$ cat src/rtl/clk_div_mc.sv
// Multi-channel integer clock divider. Ratio changes take effect only at period
// boundaries, and a shared sync pulse restarts the period of every running channel.
module clk_div_mc #(
  parameter int CH_NUM    = 4,
  parameter int RATIO_WID = 8
) (
  input  logic                          i_clk,
  input  logic                          rst_n,
  input  logic [CH_NUM*RATIO_WID-1:0]   ratio,
  input  logic [CH_NUM-1:0]             ld,
  input  logic [CH_NUM-1:0]             en,
  input  logic                          sync,
  output logic [CH_NUM-1:0]             o_clk,
  output logic [CH_NUM-1:0]             div_en,
  output logic [CH_NUM-1:0]             busy
);

  typedef enum logic [1:0] {
    ST_IDLE = 2'd0,
    ST_RUN  = 2'd1,
    ST_STOP = 2'd2
  } state_t;

  localparam logic [RATIO_WID-1:0] ZERO_W = {RATIO_WID{1'b0}};
  localparam logic [RATIO_WID-1:0] ONE_W  = RATIO_WID'(1'b1);

  for (genvar c = 0; c < CH_NUM; c++) begin : g_ch
    state_t                 state_r, state_s;
    logic [RATIO_WID-1:0]   s_r, r_r, cnt_r;
    logic [RATIO_WID-1:0]   s_s, r_s, cnt_s, fld_s, last_s;
    logic [RATIO_WID:0]     p_s, half_s;
    logic                   start_r, start_s;
    logic                   q_r, q_s;
    logic                   div_en_r, div_en_s;
    logic                   busy_r, busy_s;
    logic                   wrap_s, stop_done_s, run_s, byp_s;
    logic                   gate_l;

    // Next-state: FSM, ratio shadow/active update and period counter.
    // start_r marks the one-cycle lead-in between leaving IDLE and the first high phase.
    always_comb begin
      fld_s       = ratio[c*RATIO_WID +: RATIO_WID];
      s_s         = ld[c] ? fld_s : s_r;
      last_s      = r_r - ONE_W;
      wrap_s      = (cnt_r == last_s);
      stop_done_s = (state_r == ST_STOP) && wrap_s && !start_r && !sync;
      state_s     = state_r;
      r_s         = r_r;
      cnt_s       = cnt_r;
      start_s     = start_r;
      case (state_r)
        ST_IDLE: begin
          r_s   = s_s;
          cnt_s = ZERO_W;
          if (en[c]) begin
            state_s = ST_RUN;
            start_s = 1'b1;
          end else begin
            state_s = ST_IDLE;
            start_s = 1'b0;
          end
        end
        ST_RUN, ST_STOP: begin
          if (start_r || sync || wrap_s) begin
            r_s     = s_s;
            cnt_s   = ZERO_W;
            start_s = 1'b0;
          end else begin
            cnt_s   = cnt_r + ONE_W;
          end
          if (en[c]) begin
            state_s = ST_RUN;
          end else if (stop_done_s) begin
            state_s = ST_IDLE;
          end else begin
            state_s = ST_STOP;
          end
        end
        default: begin
          state_s = ST_IDLE;
          cnt_s   = ZERO_W;
          start_s = 1'b0;
        end
      endcase

      // Output values for the coming cycle; ratio 0 means a 2^RATIO_WID period.
      p_s      = (r_s == ZERO_W) ? {1'b1, ZERO_W} : {1'b0, r_s};
      half_s   = p_s >> 1'b1;
      run_s    = (state_s != ST_IDLE) && !start_s;
      byp_s    = run_s && (r_s == ONE_W);
      q_s      = run_s && !byp_s && ({1'b0, cnt_s} < half_s);
      div_en_s = run_s && (cnt_s == (r_s - ONE_W));
      busy_s   = (state_s != ST_IDLE);
    end

    // Channel state and output registers.
    always_ff @(posedge i_clk or negedge rst_n) begin
      if (!rst_n) begin
        state_r  <= ST_IDLE;
        s_r      <= ONE_W;
        r_r      <= ONE_W;
        cnt_r    <= ZERO_W;
        start_r  <= 1'b0;
        q_r      <= 1'b0;
        div_en_r <= 1'b0;
        busy_r   <= 1'b0;
      end else begin
        state_r  <= state_s;
        s_r      <= s_s;
        r_r      <= r_s;
        cnt_r    <= cnt_s;
        start_r  <= start_s;
        q_r      <= q_s;
        div_en_r <= div_en_s;
        busy_r   <= busy_s;
      end
    end

    // Bypass clock gate: enable is transparent only while i_clk is low.
    always_latch begin
      if (!rst_n) begin
        gate_l <= 1'b0;
      end else if (!i_clk) begin
        gate_l <= byp_s;
      end
    end

    // q_r is held low in bypass, so the OR never merges two active sources.
    assign o_clk[c]  = q_r | (i_clk & gate_l);
    assign div_en[c] = div_en_r;
    assign busy[c]   = busy_r;
  end

endmodule
$ cat config.mk
export PLATFORM = sky130hd
export DESIGN_NAME = clk_div_mc
export DESIGN_NICKNAME = d
export VERILOG_FILES = /design/src/rtl/clk_div_mc.sv
export SDC_FILE = /design/constraint.sdc
export NUM_CORES = 1
export LEC_CHECK = 0
export ABC_AREA = 1
export CAP_MARGIN = 20
export CORE_MARGIN = 1.5
export CORE_UTILIZATION = 51
export DETAILED_ROUTE_END_ITERATION = 16
export GPL_TIMING_DRIVEN = 0
export PLACE_DENSITY = 0.7
export SLEW_MARGIN = 0
export SYNTH_ARGS = -nofsm -noshare
export SYNTH_HDL_FRONTEND = slang
export SYNTH_SLANG_ARGS = --single-unit
export TNS_END_PERCENT = 5
$ cat constraint.sdc
create_clock -name i_clk -period 8.1 [get_ports i_clk]
set_input_delay 1.215 -clock i_clk [delete_from_list [all_inputs] [get_ports i_clk]]
set_output_delay 1.215 -clock i_clk [all_outputs]
set_load 0.1 [all_outputs]
==> results.sh <==
export IMPL_place_hpwl_mm=15.8
export IMPL_startpoint_type="latch"
export IMPL_die_w_um=137
export IMPL_rsz0062_at_grt="no"
export IMPL_cts_hold_buf=5
export IMPL_clock_power_share=0.258
export IMPL_tightestPinTransition_ps=992
export IMPL_power_internal_mw=2.48
export IMPL_final_common_cell="nand2_1"
export IMPL_avgRoutedWirePerCell_um=13.5
export IMPL_synth_area_mm2=0.00914
export IMPL_cp_arrival_ps=6310
export IMPL_path_class="latch -> out"
export IMPL_viasPerCell=5.08
export IMPL_clock_latency_ps=630
export IMPL_dpl_cell_area_mm2=0.00999
export IMPL_hold_viol_final=0
export IMPL_p_per_area_mw_per_mm2=436
export IMPL_drive_gt1_frac=0.0999
export IMPL_p_leak_nw=5.82
export IMPL_end_kind="output port"
export IMPL_synth_fp_nets=1423
export IMPL_use_met3=0.0822
export IMPL_drt_wl_total_mm=22.3
export IMPL_drc_errors=0
export IMPL_combPwrFrac=0.551
export IMPL_drtIter0Drc=532
export IMPL_final_cell_mix="nand2_1, inv_1, nor2_1"
export IMPL_ys_types=48
export IMPL_drtPass1Iterations=5
export IMPL_grt_pass1_wl_mm=38.8
export IMPL_grt_max_degree=81
export IMPL_synth_top_area_share=0.307
export IMPL_grt_pass1_vias=8170
export IMPL_rows=48
export IMPL_antenna_cells=0
export IMPL_grtUsageTotal=0.271
export IMPL_synth_seq_cells=124
export IMPL_synth_largest_area_cell="dfrtp_1"
export IMPL_die_area_mm2=0.0187
export IMPL_worst_path_max_fanout=1
export IMPL_worst_slack_ps=574
export IMPL_worstPathRequired_ps=6880
export IMPL_ir_drop_mv=0.259
export IMPL_fin_util=0.633
export IMPL_cts_tree="yes"
export IMPL_p_sw_mw=2.33
export IMPL_synth_area_per_cell_um2=6.92
export IMPL_grtUsageMet1=0.337
export IMPL_fp_dieH_um=137
export IMPL_slew_viol_final=0
export IMPL_final_cells=1656
export IMPL_overflow=0
export IMPL_synthCells=1321
export IMPL_post_cts_buffers=0
export IMPL_yosys_warnings=0
export IMPL_placed_cells=1601
export IMPL_reg2reg_depth=15
export IMPL_cts_resized=0
export IMPL_status="finished clean"
export IMPL_sw_frac_of_total=0.484
export IMPL_place_congestion=0.884
export IMPL_grt_use_met2=0.415
export IMPL_yosys_top_cells_area="dfrtp_1, nand2_1, inv_1, ha_1, nand3_1"
export IMPL_hold_depth=7
export IMPL_syn_to_final_growth_pct=20.7
export IMPL_fillers=1578
export IMPL_stdcell_area_mm2=0.0110
export IMPL_finalSetupViolations=0
export IMPL_min_path_type="in -> gate"
export IMPL_slew_headroom=0.337
export IMPL_fin_skew_ps=92.6
export IMPL_place_ws_ps=434
export IMPL_num_vias=8405
export IMPL_port_buffers=54
export IMPL_core_area_mm2=0.0174
export IMPL_ios=55
export IMPL_pwr_share_seq=0.192
export IMPL_ant_nets=0
export IMPL_antenna_found_initial=0
export IMPL_cap_violations=0
export IMPL_path_clk_slew_ps=40
export IMPL_initial_core_util=0.525
export IMPL_busiest_layer="met2"
export IMPL_finalNetCount=1519
## routing by layer
| layer | vias to the layer above | part of all wire | wire, um |
|---|---|---|---|
| li1 | 4308 | - | - |
| met4 | 0 | 0.033 | 733 |
| met3 | 73 | 0.049 | 1090 |
| met5 | - | 0 | 0 |
| met2 | 211 | 0.46 | 10200 |
| met1 | 3813 | 0.46 | 10300 |
## stage by stage
stage | hold slack [ps] | power (mW) | setup TNS (ps)
2_1_floorplan | -2840 | 3.03 | 0
3_3_place_gp | 501 | 3.56 | -5670
3_5_place_dp | -2250 | 3.62 | 0
4_1_cts | 518 | 4.81 | 0
5_1_grt | 539 | 5.28 | 0
6_report | 500 | 4.81 | 0
## cells by family after synthesis
kind of cell / count (synthesis) / synth area share
compound gates: 141 / 0.0908
fa+ha+maj: 59 / 0.0808
simple gates: 674 / 0.317
xor+xnor: 58 / 0.0587
flops: 120 / 0.330
buf+inv: 264 / 0.115
latches: 4 / 0.00657
mux: 1 / 0.00123
## worst paths after layout
check	from	end	slack, ps
min in group i_clk	g_ch[2].s_r[6]	g_ch[2].s_r[6]	510
max reg2reg	g_ch[0].r_r[0]	g_ch[0].gate_l	880
max in group asynchronous	rst_n	g_ch[3].r_r[0]	5500
min in group asynchronous	rst_n	g_ch[1].s_r[5]	1150
max in group gated	rst_n	clock gate	3290
max	g_ch[1].gate_l	o_clk[1]	570
min reg2reg	g_ch[2].s_r[6]	g_ch[2].s_r[6]	510
min	rst_n	clock gate	500
## synthesized netlist by cell type (all sizes together)
cell type / count
clkinv: 2
buf: 13
inv: 230
nand4: 15
dfrtp: 112
xor2: 32
a21o: 5
or2: 4
nor3: 20
o211ai: 4
nor2: 138
o21ai: 65
dfstp: 8
clkbuf: 19
mux2: 1
a21oi: 58
nand2: 389
nand3: 98
o2111ai: 3
xnor2: 24
dlxtp: 4
ha: 59
xnor3: 1
a21boi: 4
nand3b: 8
xor3: 1
nor3b: 1
and2: 1
a211oi: 1
o21bai: 1
## power by group through the flow
stage | Combinational (mW) | Sequential (mW) | Clock [mW]
final | 2.65 | 0.922 | 1.24
after global routing | 3.04 | 0.944 | 1.30
after CTS | 2.64 | 0.922 | 1.26
after detailed placement | 2.60 | 0.927 | 0.0965
after global placement | 2.54 | 0.925 | 0.0966
after floorplan | 2.06 | 0.890 | 0.0803
## state kept, by name, summed over array words and instances, names as in the netlist
register,flops
g_ch.r_r,32
g_ch.s_r,32
g_ch.q_r,4
g_ch.busy_r,4
g_ch.gate_l,4
g_ch.cnt_r,32
g_ch.start_r,4
g_ch.state_r,8
g_ch.div_en_r,4
## critical path, cell delays in order (launching register included)
cell             delay, ps
dlxtp_1                300
a21o_1                 160
clkdlybuf4s50_1       1140
## layout make-up
cell class	count	area, um^2	share of cell area
inverter	232	871	0.0790
clock inverter	9	90.1	0.00817
buffer	32	181	0.0165
timing repair buffer	56	579	0.0525
multi-input combinational	933	5010	0.455
clock buffer	45	937	0.0850
tap	225	282	0.0255
sequential	124	3070	0.279
(Power assumes the default switching activity.)
